$ cat config.mk
export PLATFORM = sky130hd
export DESIGN_NAME = hq2x_blend_sequencer_flat
export DESIGN_NICKNAME = d
export VERILOG_FILES = /design/src/rtl/hq2x_blend_sequencer_pkg.sv /design/src/rtl/hq2x_blend_sequencer_if.sv /design/src/rtl/hq2x_blend_sequencer_pix_similar.sv /design/src/rtl/hq2x_blend_sequencer.sv /design/src/flat_wrapper.sv
export SDC_FILE = /design/constraint.sdc
export NUM_CORES = 1
export LEC_CHECK = 0
export ABC_AREA = 1
export CAP_MARGIN = 20
export CORE_AREA = 3 3 184 186
export CTS_CLUSTER_DIAMETER = 120
export DETAILED_ROUTE_END_ITERATION = 10
export DIE_AREA = 0 0 187 189
export PLACE_DENSITY = 0.77
export SLEW_MARGIN = 0
export SYNTH_ARGS = -nofsm -noshare
export SYNTH_HDL_FRONTEND = slang
export SYNTH_SLANG_ARGS = --single-unit
$ cat constraint.sdc
create_clock -name clk -period 13.8 [get_ports clk]
set_input_delay 4.14 -clock clk [delete_from_list [all_inputs] [get_ports clk]]
set_output_delay 4.14 -clock clk [all_outputs]
set_load 0.05 [all_outputs]
$ cat src/rtl/hq2x_blend_sequencer_pkg.sv
// hq2x_pkg: shared state enum, blend op codes, per-quadrant H/V/D pixel indices and the rule-priority op picker
package hq2x_pkg;
  localparam int PW = 15;
  typedef enum logic [1:0] {IDLE, CLASSIFY, EMIT} state_t;
  localparam logic [8:0] OP_PASS   = 9'h100;
  localparam logic [8:0] OP_EDGE   = 9'h08A;
  localparam logic [8:0] OP_CORNER = 9'h0F0;
  localparam logic [8:0] OP_SOFT   = 9'h0C5;
  localparam logic [3:0] QH [4] = '{4'd3, 4'd5, 4'd3, 4'd5};
  localparam logic [3:0] QV [4] = '{4'd1, 4'd1, 4'd7, 4'd7};
  localparam logic [3:0] QD [4] = '{4'd0, 4'd2, 4'd6, 4'd8};
  function automatic logic [2:0] nb_idx(input logic [3:0] p);
    return p > 4'd4 ? 3'(p - 4'd1) : p[2:0];
  endfunction
  function automatic logic [8:0] blend_op(input logic h, v, d, hv);
    return h && v && d ? OP_PASS : !h && !v && hv ? OP_EDGE : h && v ? OP_CORNER : OP_SOFT;
  endfunction
endpackage

$ cat src/rtl/hq2x_blend_sequencer_if.sv
// hq2x_blend_sequencer_if: neighbourhood in (valid/ready/pix) and blend command out (valid/ready/op/a/b/c/quad/last)
interface hq2x_blend_sequencer_if;
  import hq2x_pkg::*;
  logic in_valid, in_ready, out_valid, out_ready, out_last;
  logic [9*PW-1:0] in_pix;
  logic [8:0] out_op;
  logic [PW-1:0] out_a, out_b, out_c;
  logic [1:0] out_quad;
  modport master(output in_valid, in_pix, out_ready,
                 input in_ready, out_valid, out_op, out_a, out_b, out_c, out_quad, out_last);
  modport slave(input in_valid, in_pix, out_ready,
                output in_ready, out_valid, out_op, out_a, out_b, out_c, out_quad, out_last);
endinterface

$ cat src/rtl/hq2x_blend_sequencer_pix_similar.sv
// pix_similar: a,b RGB555 in, sim out high when every channel differs by at most THRESH
module pix_similar import hq2x_pkg::*; #(parameter int THRESH = 3) (
  input  logic [PW-1:0] a,
  input  logic [PW-1:0] b,
  output logic          sim
);
  function automatic logic close(input logic [4:0] x, y);
    logic signed [5:0] d;
    d = $signed({1'b0, x}) - $signed({1'b0, y});
    return (d[5] ? -d : d) <= 6'(THRESH);
  endfunction
  assign sim = close(a[14:10], b[14:10]) && close(a[9:5], b[9:5]) && close(a[4:0], b[4:0]);
endmodule

$ cat src/rtl/hq2x_blend_sequencer.sv
// hq2x_blend_sequencer: clk, reset, bus.slave; takes a 3x3 window and issues four registered blend commands (quad 0..3)
module hq2x_blend_sequencer import hq2x_pkg::*; #(parameter int THRESH = 3) (
  input logic                clk,
  input logic                reset,
  hq2x_blend_sequencer_if.slave bus
);
  state_t state;
  logic [PW-1:0] px [9];
  logic [7:0] sim_c, sim_r, se;
  logic [3:0] hv_c, hv_r, sh;
  logic [1:0] nq;
  logic [8:0] nop;
  logic [PW-1:0] nb, nc;
  for (genvar n = 0; n < 8; n++) begin : g_nb
    pix_similar #(.THRESH(THRESH)) u_sim (.a(px[n < 4 ? n : n + 1]), .b(px[4]), .sim(sim_c[n]));
  end
  for (genvar q = 0; q < 4; q++) begin : g_hv
    pix_similar #(.THRESH(THRESH)) u_sim (.a(px[QH[q]]), .b(px[QV[q]]), .sim(hv_c[q]));
  end
  // CLASSIFY loads quad 0 straight from the live compare so out_valid lands two cycles after accept
  always_comb begin
    nq = state == CLASSIFY ? 2'd0 : bus.out_quad + 2'd1;
    se = state == CLASSIFY ? sim_c : sim_r;
    sh = state == CLASSIFY ? hv_c : hv_r;
    nop = blend_op(se[nb_idx(QH[nq])], se[nb_idx(QV[nq])], se[nb_idx(QD[nq])], sh[nq]);
    nb = nop == OP_PASS ? '0 : px[QH[nq]];
    nc = nop == OP_PASS ? '0 : px[QV[nq]];
  end
  always_ff @(posedge clk)
    if (reset) begin
      state <= IDLE;
      bus.in_ready <= 1'b1;
      bus.out_valid <= 1'b0;
      bus.out_op <= '0;
      bus.out_a <= '0;
      bus.out_b <= '0;
      bus.out_c <= '0;
      bus.out_quad <= '0;
      bus.out_last <= 1'b0;
    end else begin
      case (state)
        IDLE: if (bus.in_valid) begin
          for (int k = 0; k < 9; k++) px[k] <= bus.in_pix[PW*k +: PW];
          bus.in_ready <= 1'b0;
          state <= CLASSIFY;
        end
        CLASSIFY: begin
          sim_r <= sim_c;
          hv_r <= hv_c;
          bus.out_valid <= 1'b1;
          state <= EMIT;
        end
        EMIT: if (bus.out_ready && bus.out_quad == 2'd3) begin
          bus.out_valid <= 1'b0;
          bus.out_last <= 1'b0;
          bus.in_ready <= 1'b1;
          state <= IDLE;
        end
        default: state <= IDLE;
      endcase
      if (state == CLASSIFY || (state == EMIT && bus.out_ready && bus.out_quad != 2'd3)) begin
        bus.out_op <= nop;
        bus.out_a <= px[4];
        bus.out_b <= nb;
        bus.out_c <= nc;
        bus.out_quad <= nq;
        bus.out_last <= nq == 2'd3;
      end
    end
endmodule
$ cat src/flat_wrapper.sv
// flat-port wrapper written by rule: the top's interface ports become plain ports
module hq2x_blend_sequencer_flat import hq2x_pkg::*;
#(parameter int THRESH = 3)
  (clk, reset, bus_in_valid, bus_in_pix, bus_out_ready, bus_in_ready, bus_out_valid, bus_out_op, bus_out_a, bus_out_b, bus_out_c, bus_out_quad, bus_out_last);
  hq2x_blend_sequencer_if bus_i ();
  input logic clk;
  input logic reset;
  input wire logic [$bits(bus_i.in_valid)-1:0] bus_in_valid;
  input wire logic [$bits(bus_i.in_pix)-1:0] bus_in_pix;
  input wire logic [$bits(bus_i.out_ready)-1:0] bus_out_ready;
  output wire logic [$bits(bus_i.in_ready)-1:0] bus_in_ready;
  output wire logic [$bits(bus_i.out_valid)-1:0] bus_out_valid;
  output wire logic [$bits(bus_i.out_op)-1:0] bus_out_op;
  output wire logic [$bits(bus_i.out_a)-1:0] bus_out_a;
  output wire logic [$bits(bus_i.out_b)-1:0] bus_out_b;
  output wire logic [$bits(bus_i.out_c)-1:0] bus_out_c;
  output wire logic [$bits(bus_i.out_quad)-1:0] bus_out_quad;
  output wire logic [$bits(bus_i.out_last)-1:0] bus_out_last;
  assign bus_i.in_valid = bus_in_valid;
  assign bus_i.in_pix = bus_in_pix;
  assign bus_i.out_ready = bus_out_ready;
  assign bus_in_ready = bus_i.in_ready;
  assign bus_out_valid = bus_i.out_valid;
  assign bus_out_op = bus_i.out_op;
  assign bus_out_a = bus_i.out_a;
  assign bus_out_b = bus_i.out_b;
  assign bus_out_c = bus_i.out_c;
  assign bus_out_quad = bus_i.out_quad;
  assign bus_out_last = bus_i.out_last;
  hq2x_blend_sequencer #(.THRESH(THRESH)) u_core (.clk(clk), .reset(reset), .bus(bus_i));
endmodule
==> impl_summary.log <==
INFO  metric timing_hold_violations_final = 0
INFO  metric ctsHoldBuffers = 0
INFO  metric netlist_top_cells_area = edfxtp_1 (26%), ha_1 (16%), nand2_1 (11%), inv_1 (7.1%), dfxtp_1 (6.9%)
INFO  metric multi_input_area = a little under 10000 um^2
INFO  metric ios = 198
INFO  metric critical_path.endpoint_type = flop
INFO  metric post-route-drc-count = 0
INFO  metric num_antenna_cells = 0
INFO  metric synth.ff_latch_count = between 200 and 250
INFO  metric start_util = roughly 52%
INFO  metric rsz0062_at_grt = no
INFO  metric worst_hold_startpoint = u_core.bus.out_valid$_SDFFE_PP0P_
INFO  metric totalPowerFinal = between 0.002 and 0.0025 W
INFO  metric crit_reg_reg_endpoint = u_core.bus.out_c[4]$_SDFFE_PP0P_
INFO  metric routed_via_density = 5.36
INFO  metric tritoncts_num_sinks = around 200
INFO  metric routabilityCongestion = approximately 0.91
INFO  metric ant_nets = 0
INFO  metric seq_area_frac_synth = ~33%
INFO  metric source_of_the_worst_register_to_register_timing_path = u_core.px[4][1]$_DFFE_PP_
INFO  metric worstHoldPathType = reg -> reg
INFO  metric crit_arrival = 6.38 ns
INFO  metric area.sequential = about 5600 um^2
INFO  metric netlist_area = 16800 um^2
INFO  metric power_per_cell_area = between 100 and 150 nW/um^2
INFO  metric slowest_stage = buf_4
INFO  metric critical-path-max-stage-delay = 0.82 ns
INFO  metric netlist.area_leader.share = about a quarter
INFO  metric r2r_cells = 18
INFO  metric grt_max_degree = 76
INFO  metric netlist_instances = 2065
INFO  metric drt-initial-drc-count = roughly 860
INFO  metric syn_to_final_growth = 19.4%
INFO  metric synth.net_count = between 2000 and 2500
INFO  metric cts-root-buf = clkbuf_16
INFO  metric post_route_cells_drive_above_1_share = under 10%
INFO  metric hold_slack = ~0.47 ns
INFO  metric core_area = 32500 um^2
INFO  metric fp.dieArea = roughly 35000 um^2
INFO  metric timing.critical_path.required = between 10 and 15 ns
INFO  metric run_status = completed
INFO  metric layout_common_cells = nand2_1 (473), inv_1 (317), ha_1 (217)
INFO  metric worst_path_most_repeated_cell = buf_4
INFO  metric track_usage = a little under a quarter
INFO  metric layout_filler_cell_count = approximately 2700
INFO  metric place.port_buffers = about 200
INFO  metric cts_tree = built
INFO  metric num_vias = 14600
INFO  metric worstHoldEndpoint = u_core.bus.out_valid$_SDFFE_PP0P_
INFO  metric maxClockFrequency = ~0.16 GHz
INFO  metric finish.net_count = 2660
INFO  metric slew_headroom = ~37%
INFO  metric dp_cells = between 2000 and 3000
INFO  metric worst_pin_slew = about 0.94 ns
INFO  metric finalWorstPathRequiredPeriod = approximately 6.2 ns
INFO  metric regToRegSetupSlack = 9.94 ns
INFO  metric placement.setup.worst_slack = 6.99 ns
INFO  metric grt_antenna_before_repair = 0
INFO  metric synth.yosys.warnings = 0
INFO  metric netlist.top_cell.by_area = edfxtp_1
INFO  metric htree_levels = 1
INFO  metric routed_wire_length_per_instance = approximately 16 um
INFO  metric critical_path_peak_fanout = 75
INFO  metric drt_first_pass_iters = 6
INFO  metric cts_setup_buffers = 0
INFO  metric row_count = 66
INFO  metric worst_path_cell_trace = buf_2 -> buf_4 -> nor3_4 -> buf_4 -> buf_4
INFO  metric post_cts_resized = 0
INFO  metric worst_setup_hold_path_clk_slew = roughly 0.06 ns
INFO  metric post_synth_num_cell_types = 48
INFO  metric die_height = 189 um
INFO  metric critPathLaunchType = input pin
INFO  metric final_instance_count_without_filler_cells = 2728
INFO  metric cts_made_buffers = 24
INFO  metric timing.hold.worst_path_depth = 1
INFO  metric setup_viol = 0
INFO  metric final_max_slew_viol_count = 0
INFO  metric insertion_delay = around 0.54 ns
INFO  metric clock_skew = 0.00976 ns
INFO  metric critical_path_class = in -> reg
INFO  metric grt_pass1_wl = between 60 and 70 mm
INFO  metric leakage = 9.29 nW
INFO  metric globalRoute.totalOverflow = 0
INFO  metric setup_slack = ~7.6 ns
INFO  metric vdd_drop_max = a little under 0.00009 V
INFO  metric die_x = approximately 190 um
INFO  metric drv_cap = 0
INFO  metric cts-root-to-sink-buffers = 3
INFO  metric totalNegativeSetupSlack = 0 ns
INFO  metric post_synth.cell_area_avg = around 8.1 um^2
INFO  metric routed_wirelength = about 44 mm
INFO  metric layout.cells.most_common = nand2_1
INFO  metric fin_crit_sh = 45.1%
INFO  metric hpwl = 33.5 mm
INFO  metric number_of_global_route_vias_before_repair = around 14000
==> worst max path at each step <==
| stage | to | cells past startpoint | from |
|---|---|---|---|
| 5_1_grt | u_core.px[8][6]$_DFFE_PP_ | 5 | reset |
| 3_5_place_dp | u_core.px[6][5]$_DFFE_PP_ | 5 | bus_in_valid |
| 2_1_floorplan | u_core.px[0][0]$_DFFE_PP_ | 3 | reset |
| 4_1_cts | u_core.px[8][6]$_DFFE_PP_ | 5 | bus_in_valid |
| 6_report | u_core.px[8][6]$_DFFE_PP_ | 5 | reset |
| 3_3_place_gp | u_core.px[6][5]$_DFFE_PP_ | 5 | reset |
==> synthesized netlist by cell type, drive strengths merged <==
cell type,number
nand2,497
o31ai,4
a21o,6
nor2,86
o211ai,10
clkinv,1
o311ai,4
a211oi,16
o21bai,7
xnor2,39
o21a,3
nor3,13
clkbuf,21
edfxtp,147
nand3,191
a21oi,154
or2,11
a22oi,2
o21ai,102
nand3b,9
dfxtp,58
a31oi,2
inv,318
nor4,2
a21boi,2
xor2,59
o2111a,1
ha,217
nand4,29
buf,7
a41oi,1
o41ai,3
o22ai,6
fa,36
a21bo,1
==> metal layers <==
metal | wire [um] | vias up | global-route usage, %
li1 | - | 7325 | -
met4 | 1690 | 0 | 9.36
met5 | 0 | - | 0
met1 | 18000 | 6734 | 29.8
met3 | 3150 | 90 | 4.02
met2 | 20700 | 465 | 41.4
==> worst max-delay path, delay by kind of cell <==
family / cells / cell delay (ns)
buf+inv: 4 / 1.87
simple gates: 1 / 0.23
==> final cells by class <==
type	count	share of cell area [%]
sequential	205	27.9
timing repair buffer	205	10.1
clock inverter	13	0.694
clock buffer	31	3.24
tap	442	2.76
inverter	319	5.98
multi-input combinational	1513	49.3
==> per-stage QoR <==
stage / instance area [um^2] / utilization, %
after CTS: 20000 / 61.7
after detailed placement: 19200 / 59.2
final: 20000 / 61.7
after floorplan: 16800 / -
after global routing: 20000 / 61.7
after global placement: 19200 / 59.2
==> power by group <==
part / internal, W / switching (W) / total, W
Clock: 0.000386 / 0.000257 / 0.000643
Combinational: 0.000241 / 0.000395 / 0.000635
Sequential: 0.000705 / 0.0000354 / 0.000740
Total: 0.00133 / 0.000687 / 0.00202
==> sequential cells by signal, summed over array words and instances (netlist names) <==
signal	flops
u_core.bus.out_b	15
u_core.bus.out_c	15
u_core.bus.out_a	15
u_core.px	135
u_core.sim_r	8
u_core.bus.out_last	1
u_core.bus.out_op	6
u_core.state	2
u_core.bus.in_ready	1
u_core.bus.out_valid	1
u_core.hv_r	4
u_core.bus.out_quad	2
==> kinds of logic (layout without fill, tap and decap cells) <==
| group | after synthesis | in the layout | share of synthesized area [%] |
|---|---|---|---|
| adder cells (fa/ha/maj) | 253 | 253 | 20.5 |
| flip-flops | 205 | 205 | 33.3 |
| XOR/XNOR | 98 | 98 | 5.21 |
| AND/OR/NAND/NOR | 838 | 838 | 21.6 |
| buffers and inverters | 347 | 568 | 8.02 |
| AO/OA/AOI/OAI | 324 | 324 | 11.4 |
(Power assumes the default switching activity.)
